--- config.mk ---
export PLATFORM = sky130hd
export DESIGN_NAME = ps2_host_transmitter
export DESIGN_NICKNAME = d
export VERILOG_FILES = /design/src/rtl/ps2_host_transmitter_pkg.sv /design/src/rtl/ps2_line_filter.sv /design/src/rtl/ps2_host_transmitter.sv
export SDC_FILE = /design/constraint.sdc
export NUM_CORES = 1
export LEC_CHECK = 0
export ABC_AREA = 1
export BUFFER_PORTS_ARGS = -buffer_cell sky130_fd_sc_hd__buf_2
export CAP_MARGIN = 20
export CORE_MARGIN = 8
export CORE_UTILIZATION = 55
export DETAILED_ROUTE_END_ITERATION = 7
export GPL_ROUTABILITY_DRIVEN = 0
export GPL_TIMING_DRIVEN = 0
export PLACE_DENSITY = 0.72
export SLEW_MARGIN = 30
export SYNTH_ARGS = -nofsm -noshare
export SYNTH_HDL_FRONTEND = slang
export SYNTH_SLANG_ARGS = --single-unit
--- constraint.sdc ---
create_clock -name Clock -period 3.3 [get_ports Clock]
set_clock_uncertainty 0.05 [all_clocks]
set_input_delay 0.99 -clock Clock [delete_from_list [all_inputs] [get_ports Clock]]
set_output_delay 0.99 -clock Clock [all_outputs]
set_load 0.02 [all_outputs]
--- src/rtl/ps2_host_transmitter_pkg.sv ---
// Shared definitions for the PS/2 host transmitter: FSM states, timing defaults,
// frame edge numbers, common keyboard command bytes and the parity helper.
package ps2_host_transmitter_pkg;

  localparam int DEFAULT_INHIBIT_CYCLES = 5000;
  localparam int DEFAULT_TIMEOUT_CYCLES = 1000000;
  localparam int DEFAULT_FILTER_LEN     = 8;

  localparam logic [7:0] CMD_SET_LEDS = 8'hED;
  localparam logic [7:0] CMD_ECHO     = 8'hEE;
  localparam logic [7:0] CMD_ENABLE   = 8'hF4;
  localparam logic [7:0] CMD_RESET    = 8'hFF;

  // Device clock falling-edge numbers within one host-to-device frame
  localparam logic [3:0] LAST_DATA_EDGE = 4'd8;
  localparam logic [3:0] PARITY_EDGE    = 4'd9;
  localparam logic [3:0] STOP_EDGE      = 4'd10;
  localparam logic [3:0] ACK_EDGE       = 4'd11;

  typedef enum logic [2:0] {
    IDLE,
    INHIBIT,
    START,
    TX,
    ACK_WAIT,
    RELEASE_WAIT
  } state_t;

  function automatic logic odd_parity(input logic [7:0] d);
    return ~^d;
  endfunction

endpackage

--- src/rtl/ps2_line_filter.sv ---
// Two-flop synchronizer followed by a run-length filter: the filtered output only
// changes once FILTER_LEN consecutive synchronized samples agree.
module ps2_line_filter #(
  parameter int FILTER_LEN = 8
) (
  input  logic clk,
  input  logic rst,
  input  logic line_raw,
  output logic line_filt
);

  logic [1:0]            sync_q, sync_d;
  logic [FILTER_LEN-1:0] hist_q, hist_d;
  logic                  filt_q, filt_d;

  // Everything resets to the idle-bus level so no false edge appears after reset
  always_ff @(posedge clk or posedge rst) begin
    if (rst) begin
      sync_q <= 2'b11;
      hist_q <= '1;
      filt_q <= 1'b1;
    end else begin
      sync_q <= sync_d;
      hist_q <= hist_d;
      filt_q <= filt_d;
    end
  end

  always_comb begin
    sync_d = {sync_q[0], line_raw};
    hist_d = {hist_q[FILTER_LEN-2:0], sync_q[1]};
    filt_d = filt_q;
    if (&hist_d) begin
      filt_d = 1'b1;
    end else if (~|hist_d) begin
      filt_d = 1'b0;
    end
  end

  assign line_filt = filt_q;

endmodule

--- src/rtl/ps2_host_transmitter.sv ---
// PS/2 host-to-device command transmitter: inhibits the clock, issues the start
// bit, shifts data/parity/stop on device clock falls and checks the device ACK.
module ps2_host_transmitter
  import ps2_host_transmitter_pkg::*;
#(
  parameter int INHIBIT_CYCLES = DEFAULT_INHIBIT_CYCLES,
  parameter int TIMEOUT_CYCLES = DEFAULT_TIMEOUT_CYCLES,
  parameter int FILTER_LEN     = DEFAULT_FILTER_LEN
) (
  input  logic       Clock,
  input  logic       Reset,
  input  logic [7:0] iData,
  input  logic       iSend,
  input  logic       PS2_CLK_IN,
  input  logic       PS2_DATA_IN,
  output logic       oPS2_CLK_OE,
  output logic       oPS2_DATA_OE,
  output logic       oBusy,
  output logic       oDone,
  output logic       oError
);

  localparam int IW = $clog2(INHIBIT_CYCLES + 1);
  localparam int TW = $clog2(TIMEOUT_CYCLES + 1);

  state_t        state_q, state_d;
  logic [7:0]    data_q, data_d;
  logic          parity_q, parity_d;
  logic [IW-1:0] inh_cnt_q, inh_cnt_d;
  logic [TW-1:0] tmo_cnt_q, tmo_cnt_d;
  logic [3:0]    edge_cnt_q, edge_cnt_d;
  logic          data_oe_q, data_oe_d;
  logic          clk_prev_q, clk_prev_d;
  logic          done_q, done_d;
  logic          error_q, error_d;

  logic       clk_filt, data_filt;
  logic       clk_fall, timed_out;
  logic [3:0] edge_inc;
  logic [2:0] bit_idx;

  ps2_line_filter #(.FILTER_LEN(FILTER_LEN)) u_clk_filter (
    .clk      (Clock),
    .rst      (Reset),
    .line_raw (PS2_CLK_IN),
    .line_filt(clk_filt)
  );

  ps2_line_filter #(.FILTER_LEN(FILTER_LEN)) u_data_filter (
    .clk      (Clock),
    .rst      (Reset),
    .line_raw (PS2_DATA_IN),
    .line_filt(data_filt)
  );

  assign clk_fall  = clk_prev_q & ~clk_filt;
  assign timed_out = (tmo_cnt_q == TW'(TIMEOUT_CYCLES - 1));
  assign edge_inc  = (edge_cnt_q == ACK_EDGE) ? ACK_EDGE : edge_cnt_q + 4'd1;
  assign bit_idx   = 3'(edge_inc - 4'd1);

  always_ff @(posedge Clock or posedge Reset) begin
    if (Reset) begin
      state_q    <= IDLE;
      data_q     <= '0;
      parity_q   <= 1'b0;
      inh_cnt_q  <= '0;
      tmo_cnt_q  <= '0;
      edge_cnt_q <= '0;
      data_oe_q  <= 1'b0;
      clk_prev_q <= 1'b1;
      done_q     <= 1'b0;
      error_q    <= 1'b0;
    end else begin
      state_q    <= state_d;
      data_q     <= data_d;
      parity_q   <= parity_d;
      inh_cnt_q  <= inh_cnt_d;
      tmo_cnt_q  <= tmo_cnt_d;
      edge_cnt_q <= edge_cnt_d;
      data_oe_q  <= data_oe_d;
      clk_prev_q <= clk_prev_d;
      done_q     <= done_d;
      error_q    <= error_d;
    end
  end

  always_comb begin
    state_d    = state_q;
    data_d     = data_q;
    parity_d   = parity_q;
    inh_cnt_d  = inh_cnt_q;
    tmo_cnt_d  = tmo_cnt_q;
    edge_cnt_d = edge_cnt_q;
    data_oe_d  = data_oe_q;
    clk_prev_d = clk_filt;
    done_d     = 1'b0;
    error_d    = 1'b0;
    case (state_q)
      IDLE: begin
        if (iSend) begin
          data_d     = iData;
          parity_d   = odd_parity(iData);
          inh_cnt_d  = '0;
          edge_cnt_d = '0;
          state_d    = INHIBIT;
        end
      end
      INHIBIT: begin
        if (inh_cnt_q == IW'(INHIBIT_CYCLES - 1)) begin
          state_d = START;
        end else begin
          inh_cnt_d = inh_cnt_q + IW'(1);
        end
      end
      START: begin
        tmo_cnt_d  = '0;
        edge_cnt_d = '0;
        data_oe_d  = 1'b1;
        state_d    = TX;
      end
      // Timeout has priority so a completion can never coincide with an abort
      TX: begin
        if (timed_out) begin
          error_d = 1'b1;
          state_d = IDLE;
        end else begin
          tmo_cnt_d = tmo_cnt_q + TW'(1);
          if (clk_fall) begin
            edge_cnt_d = edge_inc;
            if (edge_inc <= LAST_DATA_EDGE) begin
              data_oe_d = ~data_q[bit_idx];
            end else if (edge_inc == PARITY_EDGE) begin
              data_oe_d = ~parity_q;
            end else begin
              data_oe_d = 1'b0;
              state_d   = ACK_WAIT;
            end
          end
        end
      end
      ACK_WAIT: begin
        if (timed_out) begin
          error_d = 1'b1;
          state_d = IDLE;
        end else begin
          tmo_cnt_d = tmo_cnt_q + TW'(1);
          if (clk_fall) begin
            edge_cnt_d = edge_inc;
            if (!data_filt) begin
              state_d = RELEASE_WAIT;
            end else begin
              error_d = 1'b1;
              state_d = IDLE;
            end
          end
        end
      end
      RELEASE_WAIT: begin
        if (timed_out) begin
          error_d = 1'b1;
          state_d = IDLE;
        end else begin
          tmo_cnt_d = tmo_cnt_q + TW'(1);
          if (clk_filt && data_filt) begin
            done_d  = 1'b1;
            state_d = IDLE;
          end
        end
      end
      default: state_d = IDLE;
    endcase
  end

  // Outputs decode from the state register, so reset releases both lines at once
  always_comb begin
    oPS2_CLK_OE  = (state_q == INHIBIT) || (state_q == START);
    oPS2_DATA_OE = 1'b0;
    if (state_q == START) begin
      oPS2_DATA_OE = 1'b1;
    end else if ((state_q == TX) || (state_q == ACK_WAIT)) begin
      oPS2_DATA_OE = data_oe_q;
    end
    oBusy  = (state_q != IDLE);
    oDone  = done_q;
    oError = error_q;
  end

endmodule

==> impl_metrics.ini <==
[run_status]
status = finished clean

[cells_and_area]
nFillCells = 631
regArea_sq_um = 1850
areaGrowthSynthToFinish_pct = 10.9
multi_input_area_sq_um = 1920
drive_gt1_share_pct = 18.1
antenna-diode-count = 0
layout.nets = 538

[yosys]
synthArstFlopShare_pct = 100
yosys_register_bits = 73
synth_area_leaders = dfrtp_1 32%, dfstp_2 14%, nand2_1 11%
yosysUniqueCellTypes = 39
synth_ff_type = dfrtp_1
syn_area_sq_um = 4040
syn_area_per_cell_sq_um = 8.25
synth_warnings = 0
synthXorXnorAreaFrac_pct = 4.77
synth_adder_area_share_pct = 1.86
synth_top_family_by_area = simple AND/OR/NAND/NOR gates
synth-compound-area-share_pct = 7.89
synth_edf_count = 0
synth_common_cells = 118 x nand2_1, 57 x inv_1, 53 x nand3_1
syn_nets = 509
synth_most_common_cell = nand2_1
synth-simple-area-share_pct = 30.7
synth_top_area_share_pct = 32.2
yosysSeqAreaShare_pct = 45.9
netlist_instances = 490
synth_area_leader_cell = dfrtp_1
muxShareOfSynthArea_pct = 2.23

[drt]
wl_per_cell_microns = 13.4
via_count = 3319
first_pass_iters = 5
drc = 0
ant_nets = 0
wl_mm = 8.33
routed_via_density = 5.33
first_iter_violations = 148

[critical_path]
path_buf_inv = 3
cpMaxStageDelayCell = dfrtp_1
cp_cell_sequence = inv_1 > nor3_4 > inv_1 > nand2_1 > buf_2
slowest_delay_ns = 0.43
ff2ff_path_depth = 11
path_common_cell = inv_1
path_class = register to output port
required_ns = 2.26
arrival_ns = 1.75
rr_endpoint = state_q[2]
r2r_start = edge_cnt_q[1]
endpoint_kind = output port
start_kind = register
crit_family = buffers and inverters
crit_path_max_fanout = 8
r2r_setup_slack_ns = 1.15

[pwr]
swShare_pct = 40.9
p_leak_nw = 1.98
p_per_area_nw_per_um2 = 692
sequentialPowerShare_pct = 38.6
p_int_w = 0.00183
clock_power_share_pct = 23.2
total_power_w = 0.00310
p_switching_w = 0.00127
peakVddDrop_uv = 559
power_frac_comb_pct = 38.2

[worst_hold_path]
min_from = u_clk_filter.sync_q[0]
hold_class = register to register
min_to = u_clk_filter.sync_q[1]
hold_path_depth = 0

[clock_tree]
clk_pin_slew_ns = 0.08
cts_tree = yes
post_cts_buffers = 0
clkLatencyLatePin_ns = 0.36
cts.repair.resized = 0
cts_max_path_buffers = 2
cts_hold_buf = 0
numClockSinks = 73
cts-root-buf = clkbuf_8
cts_buffers = 9
h-tree-depth = 3

[global_routing]
use_met3_pct = 3.71
grt_util_met2_pct = 29.6
grt.total_usage_pct = 17.7
antenna_found_initial = 0
grt_pass1_vias = 3275
grt.busiest_layer = met2
met1_usage_pct = 22.0
grt_max_degree = 51
overflow = 0
grt_pass1_wl_mm = 14.6

[timing]
setup_viol = 0
fin_ws_ns = 0.514
slew_violations = 0
fmax_ghz = 0.359
fin_crit_sh_pct = 84.4
tightest_slew_ns = 0.384
hold_viol_final = 0
period_minus_slack_ns = 2.79
rsz0062_at_grt = false
slew_headroom_pct = 74.2

[floorplan]
start_util_pct = 56.3
core_area_sq_um = 7180
die_area_sq_um = 10300
floorplan.rows = 31
ioPinCount = 18
die_y_microns = 102
fp.dieW_microns = 102

[place]
place_hpwl_mm = 6.08
pre_cts_slack_ns = 0.856
numPortBuffers = 17

[job]
maxCapViolations = 0
[per-stage QoR]
step	cells	utilization (%)	instance area [sq um]	hold slack [ns]	TNS, ns
2_1_floorplan	490	-	4040	0.295	0
3_3_place_gp	606	59.2	4250	0.296	-20.53
3_5_place_dp	607	59.7	4280	0.297	0
4_1_cts	623	62.4	4480	0.304	0
5_1_grt	623	62.4	4480	0.302	0
6_report	623	62.4	4480	0.301	0
[power by group through the flow]
stage | clock (W) | sequential (W) | combinational, W
2_1_floorplan | 0 | 0.00117 | 0.000931
3_3_place_gp | 0 | 0.00120 | 0.00116
3_5_place_dp | 0 | 0.00121 | 0.00119
4_1_cts | 0.000735 | 0.00119 | 0.00120
5_1_grt | 0.000769 | 0.00122 | 0.00135
6_report | 0.000720 | 0.00120 | 0.00119
[area by class of cell]
cell class | instances | area share [%]
Inverter | 62 | 5.25
Tap cell | 99 | 2.76
Buffer | 4 | 0.810
Clock buffer | 9 | 2.76
Multi-Input combinational cell | 351 | 42.8
Sequential cell | 73 | 41.4
Clock inverter | 7 | 1.70
Timing Repair Buffer | 18 | 2.51
[placed cells by master (no fill, tap or decap), types with 3 or more instances in the layout]
cell type  Yosys  routed
clkbuf_8       0       9
nor3_1        12      12
inv_2          5       5
o21ai_2        3       3
nand2_8        3       3
o22ai_1        6       6
o21ai_0       25      25
nor2_1        49      49
buf_2          1      18
xor2_1        16      16
xnor2_1        6       6
mux2_2         8       8
nand2_1      118     118
nand3_1       53      53
dfrtp_1       52      52
dfstp_2       21      21
o22ai_2        4       4
nor4_1         3       3
nand4_1       13      13
inv_1         57      56
nand2_2        3       3
ha_1           6       6
a21oi_1        6       6
[worst register-to-register path: stages, from the launching register on]
cell and delay, ns:
dfrtp_1 0.40, ha_1 0.21, nand3_1 0.21, nand2_1 0.26
inv_1 0.09, ha_1 0.19, nand3_1 0.09, nand3_1 0.08
nand3_1 0.07, nand2_1 0.11, o21ai_0 0.20, nand2_1 0.07
[sequential cells by signal, summed over array words and instances, names as in the netlist]
signal                   flops
edge_cnt_q                   4
clk_prev_q                   1
oDone                        1
inh_cnt_q                   13
u_clk_filter.line_filt       1
u_clk_filter.sync_q          2
tmo_cnt_q                   20
parity_q                     1
data_q                       8
u_clk_filter.hist_q          7
u_data_filter.hist_q         7
oError                       1
u_data_filter.sync_q         2
u_data_filter.line_filt      1
state_q                      3
data_oe_q                    1
[layer usage]
metal  routed length [microns]  vias to the layer above  share of wire, %
met2                      4020                       61                48
li1                          -                     1660                 -
met5                         0                        -                 0
met3                       318                       16               3.8
met1                      3870                     1582                46
met4                       121                        0               1.5
[worst max path at each step]
stage	start	endpoint	slack, ns	cells after the start
2_1_floorplan	Reset	data_oe_q	0.44	1
3_3_place_gp	Reset	inh_cnt_q[5]	-0.40	2
3_5_place_dp	state_q[0]	oPS2_CLK_OE	0.86	5
4_1_cts	state_q[0]	oPS2_CLK_OE	0.47	5
5_1_grt	state_q[0]	oPS2_CLK_OE	0.33	5
6_report	state_q[0]	oPS2_CLK_OE	0.51	5
[cell families (layout without fill, tap and decap cells)]
group / after synthesis / count (layout)
compound gates: 51 / 51
mux: 8 / 8
xor+xnor: 22 / 22
fa+ha+maj: 6 / 6
buf+inv: 66 / 100
simple gates: 264 / 264
flops: 73 / 73
No activity file was read; power rests on OpenSTA's default activity.
